<file path="config.mk">
export PLATFORM = sky130hd
export DESIGN_NAME = instr_encoder_flat
export DESIGN_NICKNAME = d
export VERILOG_FILES = /design/src/rtl/x9_isa_pkg.sv /design/src/rtl/instr_encoder_if.sv /design/src/rtl/instr_encoder_pack.sv /design/src/rtl/instr_encoder.sv /design/src/flat_wrapper.sv
export SDC_FILE = /design/constraint.sdc
export NUM_CORES = 1
export LEC_CHECK = 0
export ABC_AREA = 1
export BUFFER_PORTS_ARGS = -buffer_cell sky130_fd_sc_hd__buf_2
export CORE_ASPECT_RATIO = 0.6
export CORE_MARGIN = 2
export CORE_UTILIZATION = 50
export CTS_BUF_LIST = sky130_fd_sc_hd__clkbuf_16
export CTS_CLUSTER_SIZE = 20
export DETAILED_ROUTE_END_ITERATION = 6
export PLACE_DENSITY = 0.75
export RECOVER_POWER = 25
export REMOVE_ABC_BUFFERS = 1
export SLEW_MARGIN = 30
export SYNTH_ARGS = -nofsm -noshare
export SYNTH_HDL_FRONTEND = slang
export SYNTH_HIERARCHICAL = 1
export SYNTH_SLANG_ARGS = --single-unit
</file>
<file path="constraint.sdc">
create_clock -name clk -period 4 [get_ports clk]
set_input_delay 0 -clock clk [delete_from_list [all_inputs] [get_ports clk]]
set_output_delay 0 -clock clk [all_outputs]
set_load 0.02 [all_outputs]
</file>
<file path="src/rtl/x9_isa_pkg.sv">
// Shared X9 instruction-set definitions: field classes, opcodes, word prefixes
// and the program-load encoder state type.
package x9_isa_pkg;

  typedef enum logic [1:0] {
    CLS_R    = 2'b00,
    CLS_RSVD = 2'b01,
    CLS_MOVR = 2'b10,
    CLS_MOVI = 2'b11
  } inst_class_t;

  localparam logic [4:0] OP_ADD  = 5'd0;
  localparam logic [4:0] OP_SUB  = 5'd1;
  localparam logic [4:0] OP_AND  = 5'd2;
  localparam logic [4:0] OP_OR   = 5'd3;
  localparam logic [4:0] OP_XOR  = 5'd4;
  localparam logic [4:0] OP_NOT  = 5'd5;
  localparam logic [4:0] OP_SHL  = 5'd6;
  localparam logic [4:0] OP_SHR  = 5'd7;
  localparam logic [4:0] OP_INC  = 5'd8;
  localparam logic [4:0] OP_DEC  = 5'd9;
  localparam logic [4:0] OP_CMP  = 5'd10;
  localparam logic [4:0] OP_MOV  = 5'd11;
  localparam logic [4:0] OP_LD   = 5'd12;
  localparam logic [4:0] OP_ST   = 5'd13;
  localparam logic [4:0] OP_RAND = 5'd14;
  localparam logic [4:0] OP_RXOR = 5'd15;

  localparam logic [1:0] MOVR_PFX = 2'b10;
  localparam logic [1:0] MOVI_PFX = 2'b11;

  localparam logic [8:0] HALT_WORD_DEFAULT = 9'h1FF;

  typedef enum logic [1:0] {
    IDLE  = 2'd0,
    LOAD  = 2'd1,
    FLUSH = 2'd2,
    DONE  = 2'd3
  } enc_state_t;

endpackage

</file>
<file path="src/rtl/instr_encoder_if.sv">
// Field-beat valid/ready stream from the program loader into the encoder.
interface instr_encoder_if;
  logic       in_valid;
  logic       in_ready;
  logic [1:0] in_class;
  logic [4:0] in_op;
  logic [3:0] in_a;
  logic [2:0] in_b;
  logic [6:0] in_imm;
  logic       in_last;

  modport master (
    output in_valid, in_class, in_op, in_a, in_b, in_imm, in_last,
    input  in_ready
  );

  modport slave (
    input  in_valid, in_class, in_op, in_a, in_b, in_imm, in_last,
    output in_ready
  );
endinterface

</file>
<file path="src/rtl/instr_encoder_pack.sv">
// Combinational field-to-word packer for the 9-bit X9 format; flags beats that
// have no legal encoding (reserved class or opcode above 15).
module instr_pack
  import x9_isa_pkg::*;
(
  input  logic [1:0] cls_i,
  input  logic [4:0] op_i,
  input  logic [3:0] a_i,
  input  logic [2:0] b_i,
  input  logic [6:0] imm_i,
  output logic [8:0] word_o,
  output logic       illegal_o
);

  always_comb begin
    word_o    = '0;
    illegal_o = 1'b0;
    case (inst_class_t'(cls_i))
      CLS_R: begin
        word_o    = {op_i, a_i};
        illegal_o = op_i[4];
      end
      CLS_MOVR: word_o = {MOVR_PFX, a_i, b_i};
      CLS_MOVI: word_o = {MOVI_PFX, imm_i};
      default:  illegal_o = 1'b1;
    endcase
  end

endmodule

</file>
<file path="src/rtl/instr_encoder.sv">
// Program-load encoder: packs field beats into 9-bit words, writes them from
// address 0 and appends a terminator. Optional running checksum: ENC_CHECKSUM_EN.
module instr_encoder
  import x9_isa_pkg::*;
#(
  parameter int unsigned AW        = 8,
  parameter logic [8:0]  HALT_WORD = HALT_WORD_DEFAULT
) (
  input  logic           clk,
  input  logic           rst_n,
  input  logic           load_start,
  instr_encoder_if.slave in_if,
  output logic           mem_we,
  output logic [AW-1:0]  mem_addr,
  output logic [8:0]     mem_wdata,
  output logic           busy,
  output logic           done,
  output logic           err_illegal,
  output logic           err_overflow,
  output logic [AW:0]    count
`ifdef ENC_CHECKSUM_EN
  ,
  output logic [8:0]     checksum
`endif
);

  enc_state_t    state_q, state_d;
  logic [AW-1:0] waddr_q, waddr_d;
  logic [AW:0]   count_q, count_d;
  logic          mem_we_q, mem_we_d;
  logic [AW-1:0] mem_addr_q, mem_addr_d;
  logic [8:0]    mem_wdata_q, mem_wdata_d;
  logic          err_ill_q, err_ill_d;
  logic          err_ovf_q, err_ovf_d;
`ifdef ENC_CHECKSUM_EN
  logic [8:0]    csum_q, csum_d;
`endif

  logic [8:0] word;
  logic       illegal;
  logic       addr_full;
  logic       accept;

  instr_pack u_pack (
    .cls_i     (in_if.in_class),
    .op_i      (in_if.in_op),
    .a_i       (in_if.in_a),
    .b_i       (in_if.in_b),
    .imm_i     (in_if.in_imm),
    .word_o    (word),
    .illegal_o (illegal)
  );

  // The last address is reserved for the terminator, so stop accepting there.
  assign addr_full      = &waddr_q;
  assign in_if.in_ready = (state_q == LOAD) && !addr_full;
  assign accept         = in_if.in_ready && in_if.in_valid;

  always_comb begin
    state_d     = state_q;
    waddr_d     = waddr_q;
    count_d     = count_q;
    mem_we_d    = 1'b0;
    mem_addr_d  = mem_addr_q;
    mem_wdata_d = mem_wdata_q;
    err_ill_d   = err_ill_q;
    err_ovf_d   = err_ovf_q;
`ifdef ENC_CHECKSUM_EN
    csum_d      = csum_q;
`endif
    case (state_q)
      LOAD: begin
        if (accept) begin
          if (illegal) begin
            err_ill_d = 1'b1;
          end else begin
            mem_we_d    = 1'b1;
            mem_addr_d  = waddr_q;
            mem_wdata_d = word;
            waddr_d     = waddr_q + AW'(1);
            count_d     = count_q + (AW+1)'(1);
`ifdef ENC_CHECKSUM_EN
            csum_d      = csum_q ^ word;
`endif
          end
          if (in_if.in_last) state_d = FLUSH;
        end else if (addr_full) begin
          err_ovf_d = 1'b1;
          state_d   = FLUSH;
        end
      end
      FLUSH: begin
        mem_we_d    = 1'b1;
        mem_addr_d  = waddr_q;
        mem_wdata_d = HALT_WORD;
`ifdef ENC_CHECKSUM_EN
        csum_d      = csum_q ^ HALT_WORD;
`endif
        state_d     = DONE;
      end
      DONE:    state_d = IDLE;
      default: state_d = state_q;
    endcase
    // A restart overrides everything except a beat write accepted this cycle.
    if (load_start) begin
      state_d   = LOAD;
      waddr_d   = '0;
      count_d   = '0;
      err_ill_d = 1'b0;
      err_ovf_d = 1'b0;
`ifdef ENC_CHECKSUM_EN
      csum_d    = '0;
`endif
      if (state_q == FLUSH) mem_we_d = 1'b0;
    end
  end

  always_ff @(posedge clk or negedge rst_n) begin
    if (!rst_n) begin
      state_q     <= IDLE;
      waddr_q     <= '0;
      count_q     <= '0;
      mem_we_q    <= 1'b0;
      mem_addr_q  <= '0;
      mem_wdata_q <= '0;
      err_ill_q   <= 1'b0;
      err_ovf_q   <= 1'b0;
`ifdef ENC_CHECKSUM_EN
      csum_q      <= '0;
`endif
    end else begin
      state_q     <= state_d;
      waddr_q     <= waddr_d;
      count_q     <= count_d;
      mem_we_q    <= mem_we_d;
      mem_addr_q  <= mem_addr_d;
      mem_wdata_q <= mem_wdata_d;
      err_ill_q   <= err_ill_d;
      err_ovf_q   <= err_ovf_d;
`ifdef ENC_CHECKSUM_EN
      csum_q      <= csum_d;
`endif
    end
  end

  assign mem_we       = mem_we_q;
  assign mem_addr     = mem_addr_q;
  assign mem_wdata    = mem_wdata_q;
  assign busy         = (state_q == LOAD) || (state_q == FLUSH);
  assign done         = (state_q == DONE);
  assign err_illegal  = err_ill_q;
  assign err_overflow = err_ovf_q;
  assign count        = count_q;
`ifdef ENC_CHECKSUM_EN
  assign checksum     = csum_q;
`endif

endmodule

</file>
<file path="src/flat_wrapper.sv">
// flat-port wrapper written by rule: the top's interface ports become plain ports
module instr_encoder_flat import x9_isa_pkg::*;
#(
  parameter int unsigned AW        = 8,
  parameter logic [8:0]  HALT_WORD = HALT_WORD_DEFAULT
)
  (clk, rst_n, load_start, mem_we, mem_addr, mem_wdata, busy, done, err_illegal, err_overflow, count, in_if_in_valid, in_if_in_class, in_if_in_op, in_if_in_a, in_if_in_b, in_if_in_imm, in_if_in_last, in_if_in_ready);
  instr_encoder_if in_if_i ();
  input  logic clk;
  input  logic rst_n;
  input  logic load_start;
  output logic mem_we;
  output logic [AW-1:0] mem_addr;
  output logic [8:0] mem_wdata;
  output logic busy;
  output logic done;
  output logic err_illegal;
  output logic err_overflow;
  output logic [AW:0] count;
  input wire logic [$bits(in_if_i.in_valid)-1:0] in_if_in_valid;
  input wire logic [$bits(in_if_i.in_class)-1:0] in_if_in_class;
  input wire logic [$bits(in_if_i.in_op)-1:0] in_if_in_op;
  input wire logic [$bits(in_if_i.in_a)-1:0] in_if_in_a;
  input wire logic [$bits(in_if_i.in_b)-1:0] in_if_in_b;
  input wire logic [$bits(in_if_i.in_imm)-1:0] in_if_in_imm;
  input wire logic [$bits(in_if_i.in_last)-1:0] in_if_in_last;
  output wire logic [$bits(in_if_i.in_ready)-1:0] in_if_in_ready;
  assign in_if_i.in_valid = in_if_in_valid;
  assign in_if_i.in_class = in_if_in_class;
  assign in_if_i.in_op = in_if_in_op;
  assign in_if_i.in_a = in_if_in_a;
  assign in_if_i.in_b = in_if_in_b;
  assign in_if_i.in_imm = in_if_in_imm;
  assign in_if_i.in_last = in_if_in_last;
  assign in_if_in_ready = in_if_i.in_ready;
  instr_encoder #(.AW(AW), .HALT_WORD(HALT_WORD)) u_core (.clk(clk), .rst_n(rst_n), .load_start(load_start), .in_if(in_if_i), .mem_we(mem_we), .mem_addr(mem_addr), .mem_wdata(mem_wdata), .busy(busy), .done(done), .err_illegal(err_illegal), .err_overflow(err_overflow), .count(count));
endmodule
</file>
==> results.md, run 1 <==
- Hold Vio Cnt, Final: 0
- Routed Antenna Nets: 0
- Syn Area/Cell: 7.616 sq um
- Routability cong.: 0.8633
- Largest net degree at the start of global routing: 40
- Worst-Margin Slew: 2.063 ns
- Final worst clock skew: 0.004811 ns
- CP peak stage delay: 0.46 ns
- Initial core utilization: 52.90%
- Crit-path max FO: 37
- Required time of the critical path: 4.22 ns
- Core Rows: 19
- # IOs: 58
- # diodes: 0
- Relative slew margins: -37.50%
- Register bit total from synthesis: 39
- 1st-pass router iterations: 5
- Largest area contributor in the netlist: dfrtp_1
- RSZ-0062 raised after global routing: false
- PD cells: 562.2 mW/mm^2
- CP bufs+invs: 0
- Vias in the first global route: 2001
- Critical path class: flop to flop
- Setup ws final: 1.892 ns
- Hold Crit Class: input port to flop
- Worst path cell trace: ha_1, nand2_2, nor2_4, nand2_2, nand4_4, nand2_4, nand2_1, nand2_1
- Root Buffer: clkbuf_16
- CP Data Arrival Time: 2.33 ns
- Slowest CP cell: nand4_4
- GRT overflow: 0
- Setup WS pre-CTS: 1.939 ns
- Leak: 1.561 nW
- Post-synth top area share: 39.80%
- Clock power share: 31.7%
- H-tree depth: 2
- MaxCap Viol Count: 1
- WHS: 0.03743 ns
- Setup crit end kind: flop
- FMAX: 0.4744 GHz
- Dpl hpwl: 3958 um
- Routed via count: 2267
- Fill cells: 427
- Initial antenna violation count: 0
- GRT Util Overall: 22.43%
- Area Overhead vs Synth: 18.47%
- Top delay family on crit path: simple AND/OR/NAND/NOR gates
- Mapped Area: 0.002452 sq mm
- Cts repair resizes: 0
- DR iter-0 viols: 152
- VDD IR-drop max: 0.0002981 V
- Total Routed Length: 5695 um
- Die W: 94.41 um
- Sequential Power Share: 33.7%
- Post-Synthesis Cells: 322
- Die H: 58.25 um
- Switching share of power: 37.16%
- DR vias/cell: 5.188
- CTS tree: yes
- Gate power share: 34.6%
- First-pass GRT wire length: 9577 um
- Util after Layout: 62.67%
- HP Start: in_if_in_valid
- Clock sink total: 39
- Violated checks: max-capacitance violations, max-slew violations
- Clk slew on worst S/H paths: 0.06 ns
- Psw: 0.0006068 W
- Internal power: 0.001026 W
- Tcrit/Tclk final: 52.70%
- Share of cells above drive strength 1: 26.47%
- Fin. max-slew vios: 40
- Startpoint types: flop
- Synth cell types: 30
- Worst-case clock buffer depth: 2
- Die area: 0.005499 sq mm
- Core area: 0.004636 sq mm
- Critical path origin: u_core/waddr_q[0]
- Status: complete, but fails checks
- Pwr Total: 0.001633 W
- # setup viols final: 0
- Nets: 404
- PortBufs: 57
- Sequential area share after synthesis: 39.80%
- Yosys warns: 6
- Clk_lat worst skew: 0.28 ns
- CTS Buf Count: 5
- Main area contributors after synthesis: dfrtp_1 40%, nand2_1 17%, nand3_1 9.8%, nand3_2 6.5%, nor2_1 4.7%
- Final setup TNS: 0 ns
- Wire per inst: 13.03 um
- Crit path time final: 2.108 ns
- Reg-to-Reg Start: u_core/waddr_q[0]
- DRC Markers: 0
[placed cells by master, fill, tap and decap left out, types with 3 or more instances in the layout]
| master | instances |
|---|---|
| nand3_2 | 16 |
| nand3_1 | 48 |
| clkbuf_16 | 5 |
| buf_2 | 56 |
| ha_1 | 5 |
| nand2_1 | 112 |
| or2_2 | 9 |
| nor2_1 | 31 |
| xor2_1 | 3 |
| a21oi_1 | 4 |
| inv_1 | 19 |
| o21bai_1 | 3 |
| dfrtp_1 | 39 |
[stage by stage]
| stage | area (sq um) | instances |
|---|---|---|
| after floorplan | 2340 | 308 |
| after global placement | 2704 | 428 |
| after detailed placement | 2704 | 428 |
| after CTS | 2907 | 437 |
| after global routing | 2905 | 437 |
| final | 2905 | 437 |
[state kept, by name, summed over array words and instances (netlist names)]
register	cells
u_core/waddr_q	8
u_core/mem_addr	8
u_core/err_illegal	1
u_core/count	9
u_core/state_q	2
u_core/err_overflow	1
u_core/mem_we	1
u_core/mem_wdata	9
[power by group through the flow]
stage | Clock [W] | Sequential [W] | Combinational (W)
after global placement | 0 | 0.000552 | 0.000551
after global routing | 0.000547 | 0.000561 | 0.000623
after detailed placement | 0 | 0.000553 | 0.000562
after CTS | 0.000525 | 0.000548 | 0.000565
after floorplan | 0 | 0.000627 | 0.000298
final | 0.000518 | 0.000550 | 0.000565
[metal layers]
metal / GRT usage (%) / wire [um] / vias to the layer above
li1: - / - / 1130
met1: 34.52 / 2882 / 1055
met2: 32.35 / 2422 / 75
met3: 4.811 / 344 / 7
met4: 5.176 / 46 / 0
met5: 0 / 0 / -
[final cells by class]
class,count,area [sq um],area share [%]
Multi-Input combinational cell,248,1280,44.06
Clock buffer,5,125.1,4.307
Sequential cell,39,975.9,33.59
Clock inverter,3,67.56,2.326
Inverter,21,83.83,2.885
Tap cell,63,78.83,2.713
Timing Repair Buffer,58,294.0,10.12
[Yosys cell counts]
cell type,instances
a21oi_1,4
nand4_4,1
xor2_1,3
inv_1,19
nor2_4,1
xnor2_1,2
nand2_4,2
dfrtp_1,39
nand3_1,48
inv_2,1
o21ai_0,2
nand4_1,1
nor3b_1,1
o21a_1,1
inv_6,1
a21oi_2,1
o21ai_1,2
buf_4,3
or2_2,9
nor2_1,31
buf_12,1
nand2_1,112
clkbuf_1,4
nand2_2,2
buf_2,2
o21bai_1,3
nand3_2,16
ha_1,5
buf_6,4
nor2_8,1
[logic make-up after synthesis]
| kind of cell | synth area share (%) |
|---|---|
| adders and majority gates | 2.551 |
| xor gates and xnor gates | 1.786 |
| AOI/OAI and AO/OA | 3.214 |
| DFF | 39.80 |
| and+or+nand+nor | 44.64 |
| buffers and inverters | 8.010 |
[path summary, 6_finish.rpt]
| kind | to | slack (ns) | cells past startpoint |
|---|---|---|---|
| max | u_core/mem_addr[0] | 1.89 | 8 |
| min | u_core/err_illegal | 0.04 | 3 |
| max reg2reg | u_core/mem_addr[0] | 1.89 | 8 |
| min reg2reg | u_core/mem_addr[6] | 0.50 | 2 |
| max in group asynchronous | u_core/count[6] | 1.97 | 2 |
| min in group asynchronous | u_core/mem_wdata[2] | 0.84 | 2 |
[worst reg2reg max path: stages (launching register included)]
cell     delay [ns]
dfrtp_1        0.43
ha_1           0.29
nand2_2        0.11
nor2_4         0.05
nand2_2        0.11
nand4_4        0.46
nand2_4        0.42
nand2_1        0.11
nand2_1        0.07
[repair_timing]
item,CTS,global route
hold endpoints to repair,39,0
endpoints found under the setup margin,0,0
hold buffers,1,0
buffers inserted,0,0
Power figures use the tool's default switching activity.
==> run 2: changes to the inputs <==
--- a/config.mk
+++ b/config.mk
@@ -9,11 +9,11 @@
 export BUFFER_PORTS_ARGS = -buffer_cell sky130_fd_sc_hd__buf_2
 export CORE_ASPECT_RATIO = 0.6
 export CORE_MARGIN = 2
-export CORE_UTILIZATION = 50
+export CORE_UTILIZATION = 49
 export CTS_BUF_LIST = sky130_fd_sc_hd__clkbuf_16
 export CTS_CLUSTER_SIZE = 20
 export DETAILED_ROUTE_END_ITERATION = 6
-export PLACE_DENSITY = 0.75
+export PLACE_DENSITY = 0.77
 export RECOVER_POWER = 25
 export REMOVE_ABC_BUFFERS = 1
 export SLEW_MARGIN = 30
==> constraint.sdc (replaced) <==
create_clock -name clk -period 1.9 [get_ports clk]
set_input_delay 0 -clock clk [delete_from_list [all_inputs] [get_ports clk]]
set_output_delay 0 -clock clk [all_outputs]
set_load 0.02 [all_outputs]
==> run 2 against run 1 <==
Effect of this change: the flow now finishes without violations; largest power group unchanged; worst setup slack got worse by 1.7 ns; sequential share of layout area fell by 0.29 points; die area grew 1.9%; first-iteration DRC count grew 2.6%.
==> results.md, run 2 (synthesis gave the netlist of run 1 again) <==
- Status: finished clean
- Final worst clock skew: 0.005318 ns
- Nets: 413
- Dpl hpwl: 4156 um
- Hold Crit Class: input port to flop
- Fill cells: 407
- CTS tree: yes
- GRT overflow: 0
- DRC Markers: 0
- VDD IR-drop max: 0.0006159 V
- DR vias/cell: 5.070
- Clk slew on worst S/H paths: 0.06 ns
- Gate power share: 39.7%
- FMAX: 0.5794 GHz
- GRT Util Overall: 22.09%
- Clock power share: 24.5%
- Critical path origin: u_core/waddr_q[0]
- Design area: 0.002930 sq mm
- Tcrit/Tclk final: 90.83%
- MaxCap Viol Count: 0
- Setup crit end kind: flop
- Die W: 95.33 um
- Final setup TNS: 0 ns
- RSZ-0062 raised after global routing: false
- Internal power: 0.001933 W
- Required time of the critical path: 2.11 ns
- Instance area at placement: 0.002784 sq mm
- # diodes: 0
- Clk_lat worst skew: 0.28 ns
- Root Buffer: clkbuf_16
- Routed via count: 2261
- 1st-pass router iterations: 5
- Clock sink total: 39
- HP Start: in_if_in_valid
- Routed Antenna Nets: 0
- Initial core utilization: 52.36%
- Commonest non-fill, non-tap cells in the layout: 112 x nand2_1, 56 x buf_2, 48 x nand3_1
- CP Data Arrival Time: 1.93 ns
- Sequential Power Share: 35.8%
- CTS Buf Count: 5
- Crit-path max FO: 17
- Leak: 1.593 nW
- Fin. max-slew vios: 0
- # setup viols final: 0
- First-pass GRT wire length: 9742 um
- Share of cells above drive strength 1: 27.68%
- # IOs: 58
- Crit path time final: 1.726 ns
- PD cells: 1088 mW/mm^2
- Core Rows: 19
- Routability cong.: 0.8473
- DR iter-0 viols: 156
- H-tree depth: 2
- Critical path class: flop to flop
- Psw: 0.001255 W
- Die H: 58.80 um
- Worst-case clock buffer depth: 2
- Core area: 0.004683 sq mm
- Relative slew margins: 36.32%
- Post CTS Setup Buffer Count: 0
- Die area: 0.005605 sq mm
- Area Overhead vs Synth: 19.49%
- WHS: 0.03823 ns
- PortBufs: 57
- Hold Vio Cnt, Final: 0
- Largest net degree at the start of global routing: 40
- Most common cell after layout, fill and taps aside: nand2_1
- Worst-Margin Slew: 0.9553 ns
- Initial antenna violation count: 0
- Vias in the first global route: 2061
- Startpoint types: flop
- Util after Layout: 62.57%
- Reg-to-Reg Start: u_core/waddr_q[0]
- Wire per inst: 12.87 um
- Switching share of power: 39.35%
- Total Routed Length: 5741 um
## run 2: changes by cell type in the layout (fill, tap and decap cells not counted)
cell	delta
buf_4	+8
bufinv_16	-2
clkinv_1	+2
buf_12	+1
clkbuf_1	-1
clkbuf_2	+1
clkinvlp_4	-1
inv_1	+1
## run 2: power by group through the flow
stage	clock network, W	registers, W	logic (W)
2_1_floorplan	0	0.00132	0.000627
3_3_place_gp	0	0.00115	0.00124
3_5_place_dp	0	0.00116	0.00126
4_1_cts	0.000790	0.00114	0.00127
5_1_grt	0.000828	0.00116	0.00140
6_report	0.000780	0.00114	0.00126
## run 2: worst paths after layout
check / to / slack (ns) / depth (start not counted)
setup reg to reg: u_core/waddr_q[6] / 0.17 / 8
setup / recovery: u_core/waddr_q[6] / 0.17 / 8
hold / removal: u_core/err_illegal / 0.04 / 3
max in group asynchronous: u_core/count[7] / 0.89 / 2
hold reg to reg: u_core/mem_wdata[1] / 0.50 / 2
min in group asynchronous: u_core/mem_addr[3] / 0.40 / 2
## run 2: what timing repair did
item / CTS / global route
endpoints found under the hold margin: 39 / 0
hold buffers: 1 / 0
gates resized for setup: 0 / 0
## run 2: stage by stage
stage	cells	total power, W	worst slack (ns)
final	446	0.003188	0.1742
after global routing	446	0.003394	0.05165
after CTS	446	0.003203	0.1987
after detailed placement	437	0.002418	0.2137
after global placement	437	0.002388	0.2556
after floorplan	308	0.001946	0.2277
## run 2: critical path, stage by stage, from the launching register on
cell     delay, ns
dfrtp_1       0.38
ha_1          0.26
nand2_2       0.11
nor2_4        0.05
nand2_2       0.12
nand4_4       0.28
nand2_4       0.30
nand2_1       0.08
nand2_1       0.08
## run 2: area by class of cell
cell class	count	area, sq um	share of cell area (%)
multi-input combinational	248	1280	43.68
clock inverter	3	11.26	0.3843
clock buffer	5	125.1	4.270
tap	63	78.83	2.690
inverter	21	83.83	2.861
timing repair buffer	67	375.4	12.81
sequential	39	975.9	33.30
## run 2: routing by layer
| layer | wire length [um] | share of wire (%) | track usage (%) |
|---|---|---|---|
| met5 | 0 | 0 | 0 |
| met4 | 4 | 0.070 | 2.484 |
| met3 | 353 | 6.1 | 5.762 |
| met2 | 2414 | 42 | 32.39 |
| met1 | 2968 | 52 | 33.88 |
